--- src/rtl/sd_spi_pkg.sv ---
// sd_spi_pkg: shared state encoding and default constants for the SD SPI command engine
package sd_spi_pkg;
    localparam int CMD_BITS      = 48;
    localparam int INIT_CLKS_DEF = 80;
    localparam int NCR_MAX_DEF   = 8;
    localparam int CNT_W         = 16;
    typedef enum logic [2:0] {INIT, IDLE, SEND, WAIT_R, RECV, TAIL} state_t;
endpackage

--- src/rtl/sd_spi_shift.sv ---
// sd_spi_shift: 8-bit MSB-first shift register with bit counter, shared by TX and RX
module sd_spi_shift (
    input  logic       clk,
    input  logic       res_n,
    input  logic       load,
    input  logic [7:0] din,
    input  logic       shift,
    input  logic       sin,
    output logic [7:0] q,
    output logic       last
);
    logic [2:0] cnt;
    assign last = cnt == 3'd7;
    // load restarts the byte; shift moves one bit and wraps the counter every 8 bits
    always_ff @(posedge clk or negedge res_n) begin
        if (!res_n) begin
            q   <= 8'h00;
            cnt <= 3'd0;
        end else if (load) begin
            q   <= din;
            cnt <= 3'd0;
        end else if (shift) begin
            q   <= {q[6:0], sin};
            cnt <= cnt + 3'd1;
        end
    end
endmodule

--- src/rtl/sd_spi_out_init.sv ---
// sd_spi_out_init: SD card SPI power-up, command send and response capture (optional timeout: SD_SPI_TIMEOUT_EN)
module sd_spi_out_init
    import sd_spi_pkg::*;
#(
    parameter int INIT_CLKS = INIT_CLKS_DEF,
    parameter int NCR_MAX   = NCR_MAX_DEF
) (
    input  logic                clk,
    input  logic                res_n,
    input  logic [CMD_BITS-1:0] spi_cmd_data,
    input  logic                spi_cmd,
    input  logic [9:0]          spi_bytes_expected,
    output logic                spi_busy,
    output logic                spi_error,
    output logic [7:0]          spi_response,
    output logic                spi_avail,
    output logic                card_MOSI,
    input  logic                card_MISO,
    output logic                card_CS
);
    localparam logic [CNT_W-1:0] TO_LAST = CNT_W'(8 * NCR_MAX - 1);
    state_t                state, state_n;
    logic [CNT_W-1:0]      cnt, cnt_n;
    logic [CMD_BITS-9:0]   frame;
    logic [9:0]            nbytes;
    logic [7:0]            sh_q, sh_din;
    logic                  sh_last, sh_load, sh_shift;
    logic                  accept, byte_done, rx_last, timeout;

    sd_spi_shift u_shift (
        .clk   (clk),
        .res_n (res_n),
        .load  (sh_load),
        .din   (sh_din),
        .shift (sh_shift),
        .sin   (card_MISO),
        .q     (sh_q),
        .last  (sh_last)
    );

    assign accept    = state == IDLE && spi_cmd;
    assign byte_done = state == RECV && sh_last;
    assign rx_last   = byte_done && cnt + CNT_W'(1) == CNT_W'(nbytes);
    assign spi_busy  = state != IDLE;
    assign card_CS   = !(state == SEND || state == WAIT_R || state == RECV);
    assign card_MOSI = state == SEND ? sh_q[7] : 1'b1;

`ifdef SD_SPI_TIMEOUT_EN
    logic err_q;
    assign timeout   = state == WAIT_R && card_MISO && cnt == TO_LAST;
    assign spi_error = err_q;
    // error is raised by a response timeout and cleared only by the next accepted command
    always_ff @(posedge clk or negedge res_n) begin
        if (!res_n) err_q <= 1'b0;
        else if (accept) err_q <= 1'b0;
        else if (timeout) err_q <= 1'b1;
    end
`else
    assign timeout   = 1'b0 && cnt == TO_LAST;
    assign spi_error = 1'b0;
`endif

    // state register
    always_ff @(posedge clk or negedge res_n) begin
        if (!res_n) state <= INIT;
        else state <= state_n;
    end

    // next state and shifter control; a zero MISO bit in WAIT_R is already bit 7 of the first byte
    always_comb begin
        state_n  = state;
        sh_load  = 1'b0;
        sh_shift = 1'b0;
        sh_din   = 8'h00;
        case (state)
            INIT:   if (cnt == CNT_W'(INIT_CLKS - 1)) state_n = IDLE;
            IDLE:   if (spi_cmd) begin
                        state_n = SEND;
                        sh_load = 1'b1;
                        sh_din  = spi_cmd_data[CMD_BITS-1 -: 8];
                    end
            SEND:   if (sh_last) begin
                        sh_load = 1'b1;
                        sh_din  = frame[CMD_BITS-9 -: 8];
                        if (cnt == CNT_W'(CMD_BITS / 8 - 1)) begin
                            sh_din  = 8'h00;
                            state_n = nbytes == 10'd0 ? TAIL : WAIT_R;
                        end
                    end else sh_shift = 1'b1;
            WAIT_R: if (!card_MISO) begin
                        sh_shift = 1'b1;
                        state_n  = RECV;
                    end else if (timeout) state_n = TAIL;
            RECV:   begin
                        sh_shift = 1'b1;
                        if (rx_last) state_n = TAIL;
                    end
            TAIL:   if (cnt == CNT_W'(7)) state_n = IDLE;
            default: state_n = INIT;
        endcase
    end

    // cnt restarts on every state change; it counts bytes in SEND/RECV and clocks elsewhere
    always_comb begin
        cnt_n = state_n != state ? '0 :
                state == SEND    ? cnt + CNT_W'(sh_last) :
                state == RECV    ? cnt + CNT_W'(byte_done) :
                state == IDLE    ? '0 : cnt + CNT_W'(1);
    end

    // datapath: counter, latched command, received byte and its strobe
    always_ff @(posedge clk or negedge res_n) begin
        if (!res_n) begin
            cnt          <= '0;
            frame        <= '0;
            nbytes       <= '0;
            spi_response <= 8'h00;
            spi_avail    <= 1'b0;
        end else begin
            cnt       <= cnt_n;
            spi_avail <= byte_done;
            if (byte_done) spi_response <= {sh_q[6:0], card_MISO};
            if (accept) begin
                frame  <= spi_cmd_data[CMD_BITS-9:0];
                nbytes <= spi_bytes_expected;
            end else if (state == SEND && sh_last) frame <= {frame[CMD_BITS-17:0], 8'h00};
        end
    end
endmodule

--- config.mk ---
export PLATFORM = sky130hd
export DESIGN_NAME = sd_spi_out_init
export DESIGN_NICKNAME = d
export VERILOG_FILES = /design/src/rtl/sd_spi_pkg.sv /design/src/rtl/sd_spi_shift.sv /design/src/rtl/sd_spi_out_init.sv
export SDC_FILE = /design/constraint.sdc
export NUM_CORES = 1
export LEC_CHECK = 0
export ABC_AREA = 1
export ABC_CLOCK_PERIOD_IN_PS = 7800
export CELL_PAD_IN_SITES_DETAIL_PLACEMENT = 2
export CELL_PAD_IN_SITES_GLOBAL_PLACEMENT = 2
export CORE_MARGIN = 1
export CORE_UTILIZATION = 34
export DETAILED_ROUTE_END_ITERATION = 6
export HOLD_SLACK_MARGIN = 0.06
export PLACE_DENSITY = 0.87
export SLEW_MARGIN = 30
export SYNTH_ARGS = -nofsm -noshare
export SYNTH_HDL_FRONTEND = slang
export SYNTH_HIERARCHICAL = 1
export SYNTH_SLANG_ARGS = --single-unit
--- constraint.sdc ---
create_clock -name clk -period 7.8 [get_ports clk]
set_input_delay 1.95 -clock clk [delete_from_list [all_inputs] [get_ports clk]]
set_output_delay 1.95 -clock clk [all_outputs]
set_load 0.01 [all_outputs]
# --- Word level (Yosys, flattened, before mapping) ---
# Cells that the tools add are included.
totals:
  reg_bits: 89
  inputBits: 62
  output_inout_bits: 13
  word_cells: 65
classes:
  addsub: 4
  n_eq_ne: 12
  muxes: 30
  reduce_logical: 11
op_table:
  columns: ["op", "count"]
  rows:
  - ["$mux W40", 2]
  - ["$mux W16", 4]
  - ["$mux W8", 5]
  - ["$add A16 B1 Y16", 2]
  - ["$eq A16 B3 Y1 const B", 2]
  - ["$mux W3", 10]
  - ["$pmux W3 S6", 1]
  - ["$add A16 B1 Y16 const B", 1]
  - ["$eq A16 B10 Y1", 1]
  - ["$eq A16 B7 Y1 const B", 1]
  - ["$pmux W8 S2", 1]
  - ["$logic_not A10 Y1", 1]
  - ["$eq A3 B3 Y1 const B", 3]
  - ["$eq A3 B2 Y1 const B", 2]
  - ["$mux W1", 5]
  - ["$logic_and A1 B1 Y1", 4]
  - ["$reduce_bool A2 Y1", 2]
  - ["$add A3 B1 Y3 const B", 1]
  - ["$eq A3 B1 Y1 const B", 1]
  - ["$logic_not A3 Y1", 1]
  - ["$ne A3 B1 Y1 const B", 1]
  - ["$ne A3 B3 Y1", 1]
  - ["$pmux W1 S3", 1]
  - ["$logic_or A1 B1 Y1", 2]
  - ["2 further kinds", 2]

# --- Depth between registers and ports, before layout ---
# Gate-level depths: netlist of run 1.
depth:
  ltp_word: 7
  depth_mapped: 17

# --- Hierarchy ---
# Netlist of run 1, hierarchy kept.
by_module_without_submodules:
  columns: ["mod", "instances", "cells_each", "area_per_inst_um2", "seq_area_each_um2"]
  rows:
  - ["sd_spi_out_init", 1, 691, 4919.7, 1951.9]
  - ["sd_spi_shift", 1, 60, 534.3, 275.3]

# --- Least setup slack after synthesis of run 1 ---
# No wires, ideal clock.
synth_timing:
  path_type: "register to output"
  from: "reg state[2]"
  to: "out card_MOSI"
  arrival_time_ns: 1.288
  path_slack_ns: 4.562
  stages_incl_launch_ff: 5
  path_buffers: 1
  cell_sequence: "dfrtp_1 nor3_2 inv_1 clkbuf_1 or2_2"
synth_between:
  elab_chain_cells: 2
synth_rtl:
  columns: ["item", "line_no", "source"]
  rows:
  - ["start: declaration", "sd_spi_out_init.sv:22", "state_t state, state_n;"]
  - ["start signal: assignment", "sd_spi_out_init.sv:66", "else state <= state_n;"]
  - ["$eq A3 B2 Y1", "sd_spi_out_init.sv:46", "assign card_MOSI = state == SEND ? sh_q[7] : 1'b1;"]
  - ["$mux W1", "sd_spi_out_init.sv:46", null]
  - ["end: declaration", "sd_spi_out_init.sv:17", "output logic card_MOSI,"]
# Every way passes these cells.

# --- Worst setup path after layout of run 1 ---
layout_timing:
  from: "reg state[1]"
  to: "out card_CS"
layout_between:
  elab_chain_cells: 4
layout_rtl:
  columns: ["item", "line_no", "source"]
  rows:
  - ["$eq A3 B2 Y1", "sd_spi_out_init.sv:45", "assign card_CS = !(state == SEND || state == WAIT_R || state == RECV);"]
  - ["$logic_or A1 B1 Y1", "sd_spi_out_init.sv:45", null]
  - ["$logic_or A1 B1 Y1 *", "sd_spi_out_init.sv:45", null]
  - ["$logic_not A1 Y1 *", "sd_spi_out_init.sv:45", null]
  - ["end: declaration", "sd_spi_out_init.sv:19", "output logic card_CS"]
# Mark *: on every way between the ends. The rest lies on a longest branch, timed or not.

==> results.yml, run 1 <==
yosys:
  synth_ff_type: "dfrtp_1"
  ys_ff_latch: 89
  synth.distinct_cells: 39
  netlist.area_leader.share_pct: 40.8
  synthTopCellsByArea: "dfrtp_1 (41%), o21ai_0 (14%), nand2_1 (11%)"
  postSynthAreaPerCell_sq_um: 7.26
  ys_warn_count: 6
  synth_area_sq_um: 5450
  ys_async_sr_fraction_pct: 100
  yosys.area.top_type: "dfrtp_1"
  synth_edf_count: 0
  yosysSeqAreaShare_pct: 40.8
  syn_nets: 821
  synth_cells: 751
  synthMostInstantiatedCell: "nand2_1"
  synthTopCellsByCount: "nand2_1 (161), o21ai_0 (155), inv_1 (95)"
place:
  place.gp.congestion: 0.865
  hpwlAfterDp_microns: 14400
  place.port_buffers: 73
  dpl_worst_slack_ps: 3470
detailed_routing:
  wire_per_inst_microns: 19.2
  ant_nets: 0
  drt_iter0_drc: 315
  wl_microns: 19600
  vias: 5379
  firstDrtPassIters: 4
  vias_per_cell: 5.27
  drcViolationCount: 0
worst_setup_path:
  critPathCaptureType: "output port"
  worstSetupEndpoint: "card_CS"
  critPathKind: "reg -> out"
  worstSetupStartpoint: "state[1]"
  startpoint_type: "flip-flop"
  crit_required_ps: 5850
  r2r_setup_slack_ps: 4160
  timing.rr.end: "cnt[12]"
  r2r.worst_path.cells: 16
  r2r-start: "u_shift/cnt[0]"
  cp_data_arrival_time_ps: 2760
  crit_fanout: 16
timing:
  rsz0062_at_grt: "false"
  hold_viol: 0
  min_period_ps: 4710
  period_share_pct: 60.4
  slew_violations: 0
  tightest_slew_ps: 851
  fmax_mhz: 212
  finalClockSkew_ps: 13.2
  setup_tns_ps: 0
  relSlewSlack_pct: 42.9
  fin_ws_ps: 3090
  setup_viol: 0
floorplanning:
  dieArea_sq_um: 16600
  num_rows: 45
  die_w_microns: 129
  die_y_microns: 129
  start_util_pct: 35.4
  core_sq_um: 15400
  io_pins: 75
finish:
  num-fill-cells: 1843
  area_growth_pct: 20.9
  fin_nets: 875
  seqCellArea_sq_um: 2230
  multiInputGateArea_sq_um: 2670
  drive_gt1_share_pct: 7.28
  num_antenna_cells: 0
flow_run:
  drv_cap: 0
power_and_ir_drop:
  leakagePower_nw: 3.06
  p_per_area_nw_per_um2: 144
  peakVddDrop_v: 0.0000970
status:
  status: "completed"
global_route:
  antenna_found_initial: 0
  grt_pass1_vias: 6000
  grt_start_max_net_pins: 68
  grt_overflow: 0
  grt_first_pass_wirelength_microns: 31600
  grt_use_total_pct: 25.1
cts:
  clock_sinks: 89
  numCtsBuffers: 9
  post_cts_buffers: 0
  cts_max_path_buffers: 2
  ctsResizeCount: 0
  cts-root-buf: "clkbuf_16"
  h-tree-depth: 3
  insertion_delay_ps: 360
  cts_tree: "built"
  holdBufCountCts: 0
  path_clk_slew_ps: 70
min_path:
  hp-class: "reg -> reg"
==> where the power goes <==
| part | switching [W] | total (W) | internal, W |
|---|---|---|---|
| Clock | 0.000218 | 0.000447 | 0.000229 |
| Sequential | 0 | 0.000461 | 0.000461 |
| Combinational | 0.0000163 | 0.0000430 | 0.0000268 |
| Total | 0.000234 | 0.000951 | 0.000717 |
==> cells in the final DEF, fill, tap and decap left out, drive strengths merged <==
cell / netlist / routed
nand4: 11 / 11
o21ai: 156 / 156
nand2: 170 / 170
or2: 3 / 3
a21o: 1 / 1
dfrtp: 89 / 89
o211ai: 3 / 3
a21oi: 18 / 18
xnor2: 2 / 2
clkdlybuf4s50: 0 / 72
nor3: 9 / 9
ha: 8 / 8
a32oi: 1 / 1
nor4: 1 / 1
nand3: 56 / 56
inv: 98 / 102
nor2: 66 / 66
clkbuf: 23 / 9
o22ai: 5 / 5
a31oi: 1 / 1
conb: 1 / 1
o21bai: 1 / 1
buf: 11 / 5
a22oi: 1 / 1
xor2: 15 / 15
clkinv: 1 / 4
==> area by class of cell <==
| type | count | share of cell area, % |
|---|---|---|
| clock buffer | 9 | 3.41 |
| clock inverter | 7 | 1.16 |
| inverter | 99 | 5.63 |
| multi-input combinational | 529 | 40.5 |
| sequential | 89 | 33.8 |
| tap | 211 | 4.00 |
| timing repair buffer | 77 | 11.5 |
==> logic make-up after synthesis <==
family / after synthesis / share of synthesized area (%)
buffers and inverters: 133 / 10.2
other: 1 / 0.0688
DFF: 89 / 40.8
and+or+nand+nor: 316 / 26.6
AOI/OAI and AO/OA: 187 / 17.7
xor gates and xnor gates: 17 / 2.73
adders and majority gates: 8 / 1.84
==> worst max-delay path, cell delays in order, from the launching register on <==
cell and delay [ps]:
dfrtp_1 490, nor2_1 100, nand2_1 490, inv_1 470
a21oi_1 250, clkdlybuf4s50_1 610
==> worst min path at each step <==
stage                      endpoint  slack [ps]  depth (start not counted)             from
floorplan              u_shift/q[7]         440                          2     u_shift/q[7]
global placement     u_shift/cnt[1]         460                          2   u_shift/cnt[1]
detailed placement  spi_response[1]         470                          2  spi_response[1]
CTS                 spi_response[1]         490                          2  spi_response[1]
global route        spi_response[2]         520                          2  spi_response[2]
finish              spi_response[1]         480                          2  spi_response[1]
==> state kept, by name, indices dropped and copies added (netlist names) <==
signal / cells
spi_avail: 1
u_shift/cnt: 3
nbytes: 10
cnt: 16
state: 3
spi_response: 8
frame: 40
u_shift/q: 8
==> through the flow <==
step	area (sq um)	std cells	hold WS [ps]	total power, W	util (%)
after CTS	6590	1021	493	0.000963	42.7
after global placement	6290	1005	458	0.000513	40.8
after global routing	6600	1021	524	0.000984	42.8
final	6600	1021	484	0.000951	42.8
after floorplan	5450	751	445	0.000471	-
after detailed placement	6290	1005	475	0.000514	40.8
==> routing by layer <==
metal / up-vias / track usage, % / share of wire, %
met5: - / 0 / 0
met3: 21 / 4.74 / 4.1
met4: 0 / 6.92 / 1.7
met2: 117 / 44.9 / 50
met1: 2691 / 30.9 / 44
li1: 2550 / - / -
No activity file was read; power rests on OpenSTA's default activity.
==> inputs of run 2 (changes only) <==
ABC_CLOCK_PERIOD_IN_PS = 4890   (was 7800)
CORE_UTILIZATION = 31   (was 34)
PLACE_DENSITY = 0.8   (was 0.87)
clock period = 4.89 ns   (was 7.8 ns; I/O delays follow)
==> run 2 against run 1 <==
Die area rose by 9.5%. Sequential share of layout area barely moved. Count of clock-buffer cells in the layout rose by 1. First-iteration DRC count fell by 29%. Wire length fell by 0.58%. Critical endpoint unchanged. Clock power rose by 53%.
==> results.yml, run 2 (same netlist as run 1, synthesis figures left out) <==
flow_run:
  drv_cap: 0
cts:
  clock_sinks: 89
  post_cts_buffers: 0
  cts-root-buf: "clkbuf_16"
  ctsResizeCount: 0
  insertion_delay_ps: 350
  h-tree-depth: 3
  holdBufCountCts: 0
  cts_max_path_buffers: 2
  numCtsBuffers: 9
  cts_tree: "built"
  path_clk_slew_ps: 70
worst_setup_path:
  worstSetupStartpoint: "state[1]"
  crit_path_top_delay_cell: "clkdlybuf4s50_1"
  critPathCaptureType: "output port"
  crit_required_ps: 3670
  startpoint_type: "flip-flop"
  r2r-start: "u_shift/cnt[0]"
  critPathKind: "reg -> out"
  crit_fanout: 16
  cp_data_arrival_time_ps: 2770
  crit_chain: "nor2_1 -> nand2_1 -> inv_1 -> a21oi_1 -> clkdlybuf4s50_1"
  slowest_delay_ps: 600
finish:
  multiInputGateArea_sq_um: 2670
  fin_cells: 1035
  largest_register_ffs: 40
  area_growth_pct: 20.9
  num_antenna_cells: 0
  fin_nets: 875
  num-fill-cells: 2052
  final_cell_mix: "nand2_1 (161), o21ai_0 (155), inv_1 (95), dfrtp_1 (89), clkdlybuf4s50_1 (72)"
  final_common_cell: "nand2_1"
  drive_gt1_share_pct: 7.16
  top_regs: "frame x40, cnt x16, nbytes x10"
  regMostFlops: "frame"
  seqCellArea_sq_um: 2230
detailed_routing:
  wl_microns: 19400
  ant_nets: 0
  drt_iter0_drc: 223
  vias_per_cell: 5.22
  firstDrtPassIters: 4
  drcViolationCount: 0
  wire_per_inst_microns: 18.8
  vias: 5403
global_route:
  grt_use_total_pct: 22.8
  grt_first_pass_wirelength_microns: 32000
  grt_overflow: 0
  grt_start_max_net_pins: 66
  antenna_found_initial: 0
  grt_pass1_vias: 6174
floorplanning:
  start_util_pct: 31.6
  die_w_microns: 135
  dieArea_sq_um: 18100
  io_pins: 75
  core_sq_um: 17200
  num_rows: 48
  die_y_microns: 135
timing:
  relSlewSlack_pct: 38.3
  slew_violations: 0
  tightest_slew_ps: 924
  rsz0062_at_grt: "false"
  whs_ps: 487
  setup_viol: 0
  min_period_ps: 3990
  hold_viol: 0
  period_share_pct: 81.7
  finalClockSkew_ps: 7.20
  fin_ws_ps: 896
  fmax_mhz: 250
  setup_tns_ps: 0
power_and_ir_drop:
  p_int_w: 0.00113
  leakagePower_nw: 3.04
  clkPwrFrac_pct: 46.0
  power_frac_comb_pct: 4.5
  switchingPower_w: 0.000357
  switching_share_pct: 24.0
  p_per_area_nw_per_um2: 226
  seqPwrFrac_pct: 49.5
  peakVddDrop_v: 0.000170
min_path:
  min-delay-start: "spi_response[4]"
  hp-class: "reg -> reg"
place:
  hpwlAfterDp_microns: 14600
  place.gp.congestion: 0.851
  dpl_worst_slack_ps: 1270
  dpl.cell_count: 1019
  place.port_buffers: 73
status:
  status: "completed"
## run 2: cell type report
cell class / instances / share of cell area, %
inverters: 99 / 5.64
clock inverters: 6 / 0.778
well taps: 225 / 4.27
flip-flops and latches: 89 / 33.8
clock buffers: 10 / 3.47
multi-input cells: 529 / 40.6
repair buffers: 77 / 11.5
## run 2: power by group through the flow
stage                     Sequential [W]  Combinational, W  Clock (W)
after floorplan                 0.000750        0.00000114          0
after global placement          0.000750         0.0000678          0
after detailed placement        0.000750         0.0000692          0
after CTS                       0.000735         0.0000693   0.000701
after global routing            0.000735         0.0000729   0.000723
final                           0.000736         0.0000673   0.000685
## run 2: final timing paths
kind                            cells after the start         endpoint  slack (ps)
max in group asynchronous                           2         state[2]        2930
worst min register to register                      2  spi_response[4]         490
worst min-delay path                                2  spi_response[4]         490
worst max-delay path                                5          card_CS         900
min in group asynchronous                           1          cnt[13]         910
worst max register to register                     16          cnt[12]        1340
## run 2: layer usage
layer  vias up  GRT usage [%]  part of all wire [%]
li1       2548              -                     -
met1      2730           28.1                    44
met2       101           40.4                    50
met3        24           3.68                   4.0
met4         0           7.24                   1.7
met5         -              0                     0
## run 2: worst max-delay path: cells and delay by family, from the launching register on
kind                   cells  cell delay [ps]
buffers and inverters      2             1050
and+or+nand+nor            2              620
DFF                        1              480
AOI/OAI and AO/OA          1              270
## run 2: metrics by stage
step / instance area (sq um) / utilization [%] / total power, W
CTS: 6590 / 38.2 / 0.00151
detailed placement: 6310 / 36.6 / 0.000819
global route: 6590 / 38.2 / 0.00153
global placement: 6310 / 36.6 / 0.000818
finish: 6590 / 38.2 / 0.00149
floorplan: 5450 / - / 0.000751
==> inputs of run 3 (changes only) <==
ABC_CLOCK_PERIOD_IN_PS = 3350   (was 4890)
CORE_UTILIZATION = 28   (was 31)
PLACE_DENSITY = 0.77   (was 0.8)
clock period = 3.35 ns   (was 4.89 ns; I/O delays follow)
==> run 3 against run 2 <==
Setup slack got worse by 410 ps. Via count shrank 0.59%. Wire length grew 0.28%. Highest routed layer unchanged. Largest cell class unchanged. Die area grew 11%. Critical endpoint is now cnt[12]. Flip-flop and latch count stayed put. Critical path depth increased by 11. First-iteration DRC count fell by 0.45%. Clock skew is 7.2 ps higher. Cell count increased by 4.2%. Non-clock buffer count grew 8.
==> results.yml, run 3 (same netlist as run 1, synthesis figures left out) <==
status:
  status: "completed"
finish:
  seqCellArea_sq_um: 2230
  regMostFlops: "frame"
  num-fill-cells: 2272
  num_antenna_cells: 0
  final_common_cell: "nand2_1"
  drive_gt1_share_pct: 8.07
  fin_nets: 883
  stdcell_area_sq_um: 6720
  final_cell_mix: "nand2_1 (161), o21ai_0 (155), inv_1 (95), dfrtp_1 (89), clkdlybuf4s50_1 (72)"
  area_growth_pct: 23.2
  top_regs: "frame x40, cnt x16, nbytes x10"
  largest_register_ffs: 40
  multiInputGateArea_sq_um: 2670
power_and_ir_drop:
  leakagePower_nw: 3.09
  peakVddDrop_v: 0.000234
  p_per_area_nw_per_um2: 331
cts:
  post_cts_buffers: 0
  cts-root-buf: "clkbuf_16"
  cts_max_path_buffers: 2
  cts_tree: "built"
  ctsResizeCount: 0
  h-tree-depth: 3
  numCtsBuffers: 9
  clock_sinks: 89
  insertion_delay_ps: 360
  path_clk_slew_ps: 80
  holdBufCountCts: 0
floorplanning:
  num_rows: 50
  io_pins: 75
  die_y_microns: 142
  start_util_pct: 28.9
  core_sq_um: 18900
  die_w_microns: 142
  dieArea_sq_um: 20000
detailed_routing:
  vias_per_cell: 4.98
  wire_per_inst_microns: 18.1
  drt_iter0_drc: 222
  drcViolationCount: 0
  wl_microns: 19500
  ant_nets: 0
  firstDrtPassIters: 4
  vias: 5371
worst_setup_path:
  cp_top_family: "adder cells"
  crit_required_ps: 3650
  startpoint_type: "flip-flop"
  crit_buf_inv: 3
  cp_data_arrival_time_ps: 3170
  cp_common_cell: "ha_1"
  crit_fanout: 9
  crit_chain: "ha_1 -> ha_1 -> nand3_1 -> clkinv_1 -> ha_1 -> ha_1 -> inv_1 -> nor2_1 -> nand2_1 -> nor3_1 -> a21oi_1 -> o21ai_0 -> o211ai_1 -> o21ai_0 -> inv_1 -> nor2_2"
  critPathKind: "reg -> reg"
  r2r_setup_slack_ps: 480
  crit_path_top_delay_cell: "dfrtp_1"
  slowest_delay_ps: 380
  critPathCaptureType: "flip-flop"
timing:
  finalClockSkew_ps: 14.4
  setup_tns_ps: 0
  min_period_ps: 2870
  hold_viol: 0
  slew_violations: 0
  fmax_mhz: 349
  rsz0062_at_grt: "false"
  period_share_pct: 85.6
  relSlewSlack_pct: 33.5
  tightest_slew_ps: 995
  setup_viol: 0
flow_run:
  drv_cap: 0
place:
  hpwlAfterDp_microns: 14300
  place.gp.congestion: 0.879
  dpl-instance-area_sq_um: 6420
  place.port_buffers: 73
global_route:
  grt_start_max_net_pins: 66
  grt_overflow: 0
  grt_pass1_vias: 6029
  antenna_found_initial: 0
  grt_first_pass_wirelength_microns: 31700
  grt_use_total_pct: 20.4
min_path:
  hp-class: "in -> async"
-- run 3: area by class of cell --
class	instances	share of cell area, %
clock buffer	9	3.35
clock inverter	7	1.04
inverter	99	5.53
multi-input combinational	529	39.7
sequential	89	33.1
tap	260	4.84
timing repair buffer	85	12.4
-- run 3: power by group --
part / switching (W) / total, W / internal [W] / leakage (nW)
clock network: 0.000522 / 0.00105 / 0.000525 / 0.142
registers: 0 / 0.00107 / 0.00107 / 0.967
logic: 0.0000369 / 0.000101 / 0.0000638 / 1.98
-- run 3: worst paths after layout --
check,cells after the start,end,start
max,16,cnt[12],u_shift/cnt[0]
min,1,cnt[15],res_n
max reg2reg,16,cnt[12],u_shift/cnt[0]
min reg2reg,2,spi_response[7],spi_response[7]
max in group asynchronous,2,state[2],res_n
min in group clk,2,spi_response[7],spi_response[7]
-- run 3: routing by layer --
metal	wire length, microns	GRT usage (%)
met1	8930	25.9
met2	9410	35.3
met3	816	2.80
met4	344	7.36
met5	0	0
-- run 3: through the flow --
stage	worst slack (ps)	total power, W	utilization (%)	instances	hold slack [ps]
finish	483	0.00222	35.6	1078	475
global route	218	0.00229	35.6	1078	528
detailed placement	554	0.00120	34.0	1062	473
CTS	478	0.00226	35.6	1078	492
floorplan	681	0.00110	-	751	445
global placement	714	0.00120	34.0	1062	458
==> RTL change (flow settings as in run 2) <==
Build with the macro `SD_SPI_TIMEOUT_EN` defined.
--- a/src/rtl/sd_spi_out_init.sv
+++ b/src/rtl/sd_spi_out_init.sv
@@ -1,4 +1,6 @@
 // sd_spi_out_init: SD card SPI power-up, command send and response capture (optional timeout: SD_SPI_TIMEOUT_EN)
+`define SD_SPI_TIMEOUT_EN
+
 module sd_spi_out_init
     import sd_spi_pkg::*;
 #(
Check against the original RTL: no difference found for any inputs over 10 cycles, from zero or initial values; that may be too few to reach the edited logic, so the function may still have changed.
==> RTL change against run 2 <==
Maximum frequency increased by 2.8%; utilization increased by 0.95 points; total power increased by 7.6%; worst setup slack improved by 0.11 ns; combinational power increased by 55%; synthesized area decreased by 0.76%; sequential cell count increased by 1; final area unchanged; wire length decreased by 0.62%; critical endpoint is now card_MOSI; largest cell class unchanged.
==> RTL change: results (changes against run 2) <==
[synthesis]
synth_xor_area_frac=0.01942  ; -0.007882
avgSynthCellArea_um2=7.150  ; -1.5%
synthTopCellsByCount=174 x nand2_1, 147 x o21ai_0, 95 x inv_1
synth-adder-area-share=0.01849  ; +0.0001400
synth.distinct_cells=38  ; -2.6%
ys_seq_area_frac=0.4161  ; +0.007738
synth_area_leaders=dfrtp_1 42%, o21ai_0 14%, nand2_1 12%
yosysWarnings=6  ; unchanged
syn_nets=827  ; +0.73%
synth-compound-area-share=0.1847  ; +0.007592

[critical_path]
slowest_delay_ns=0.56  ; -0.04 ns
rr_worst_depth=8  ; -8
worstReg2RegStart=state[1]$_DFF_PN0_
cp_slowest_cell=nand2_1
cp_top_family=simple AND/OR/NAND/NOR gates
timing.rr.end=frame[4]$_DFFE_PN0N_
r2r_slack_ns=1.11  ; -0.23 ns
cp_max_fo=21  ; +5
crit_path_end=card_MOSI
arrival_ns=2.66  ; -0.11 ns

[global_routing]
grt_pass1_wl_um=31270  ; -2.2%
grtUsageTotal=0.2234  ; -0.004482
grt_pass1_vias=5758  ; -6.7%
antenna_found_initial=1  ; +1
grt_start_max_net_pins=72  ; +9.1%

[sta]
slew_headroom=0.4302  ; +0.04668
fin_skew_ns=0.006225  ; -0.0009727 ns
fmax_mhz=257.3  ; +2.8%

[cts]
root_buffer=clkbuf_16
clk_pin_slew_ns=0.07  ; about the same
cts_buffers=9  ; unchanged
post_cts_resize_count=0  ; unchanged
htree_num_levels=3  ; unchanged
clockBufferDepth=2  ; unchanged

[finish]
nFillCells=2017  ; -1.7%
nets=884  ; +1.0%
num_antenna_cells=0  ; unchanged
drive_above_1_share=0.05134  ; -0.02026

[power]
p_leak_nw=2.963  ; -2.5%
sw_frac_of_total=0.2378  ; -0.002468
p_total_mw=1.601  ; +7.6%
peakVddDrop_mv=0.1742  ; +2.6%

[routing]
wl_per_cell_um=18.62  ; -0.90%
dr.first_iter.drc_count=235  ; +5.4%
firstDrtPassIters=4  ; unchanged
viasPerCell=5.202  ; -0.34%
num_vias=5400  ; -0.056%

[placement]
placed_cell_area_um2=6297  ; -0.18%
dp_slack_ns=1.371  ; +0.1003 ns
dpl.hpwl_um=14370  ; -1.6%
portBuffers=74  ; +1.4%
placedCellCount=1023  ; +0.39%
gp_congestion=0.8661  ; +1.8%

[outcome]
outcome=completed

[RTL change: power by group through the flow]
stage	Sequential, mW	Combinational (mW)	Clock, mW
floorplan	0.787	0.0258	0
global placement	0.788	0.102	0
detailed placement	0.790	0.105	0
CTS	0.775	0.107	0.736
global route	0.777	0.116	0.762
finish	0.775	0.104	0.721
[RTL change: worst min path at each step]
stage,end,slack (ns),depth (start not counted),from
floorplan,u_shift/q[7]$_DFFE_PN0P_,0.44,2,u_shift/q[7]$_DFFE_PN0P_
global placement,u_shift/cnt[1]$_DFFE_PN0P_,0.46,2,u_shift/cnt[1]$_DFFE_PN0P_
detailed placement,spi_response[2]$_DFFE_PN0P_,0.47,2,spi_response[2]$_DFFE_PN0P_
CTS,spi_response[2]$_DFFE_PN0P_,0.49,2,spi_response[2]$_DFFE_PN0P_
global route,spi_response[0]$_DFFE_PN0P_,0.51,2,spi_response[0]$_DFFE_PN0P_
finish,spi_response[2]$_DFFE_PN0P_,0.48,2,spi_response[2]$_DFFE_PN0P_
[RTL change: worst register-to-register path, stage by stage (launching register included)]
cell      delay [ns]
dfrtp_1         0.43
inv_1           0.09
nor2_1          0.23
nand2_1         0.56
nor2_1          0.37
clkinv_1        0.73
nand2_1         0.75
buf_4           0.36
o21ai_0         0.14
[RTL change: cell type report]
cell class	count	area, um2	share of cell area
Clock inverter	5	62.56	0.009489
Inverter	98	367.9	0.05580
Timing Repair Buffer	79	779.5	0.1182
Sequential cell	90	2252	0.3416
Clock buffer	10	229.0	0.03473
Multi-Input combinational cell	536	2626	0.3984
Tap cell	220	275.3	0.04175
[RTL change: routing by layer]
metal  part of all wire  vias to the layer above  global-route usage
met4              0.014                        2             0.06554
li1                   -                     2575                   -
met1               0.47                     2712              0.3036
met2               0.48                       88              0.3702
met3              0.035                       23             0.02948
met5            0.00062                        -                   0
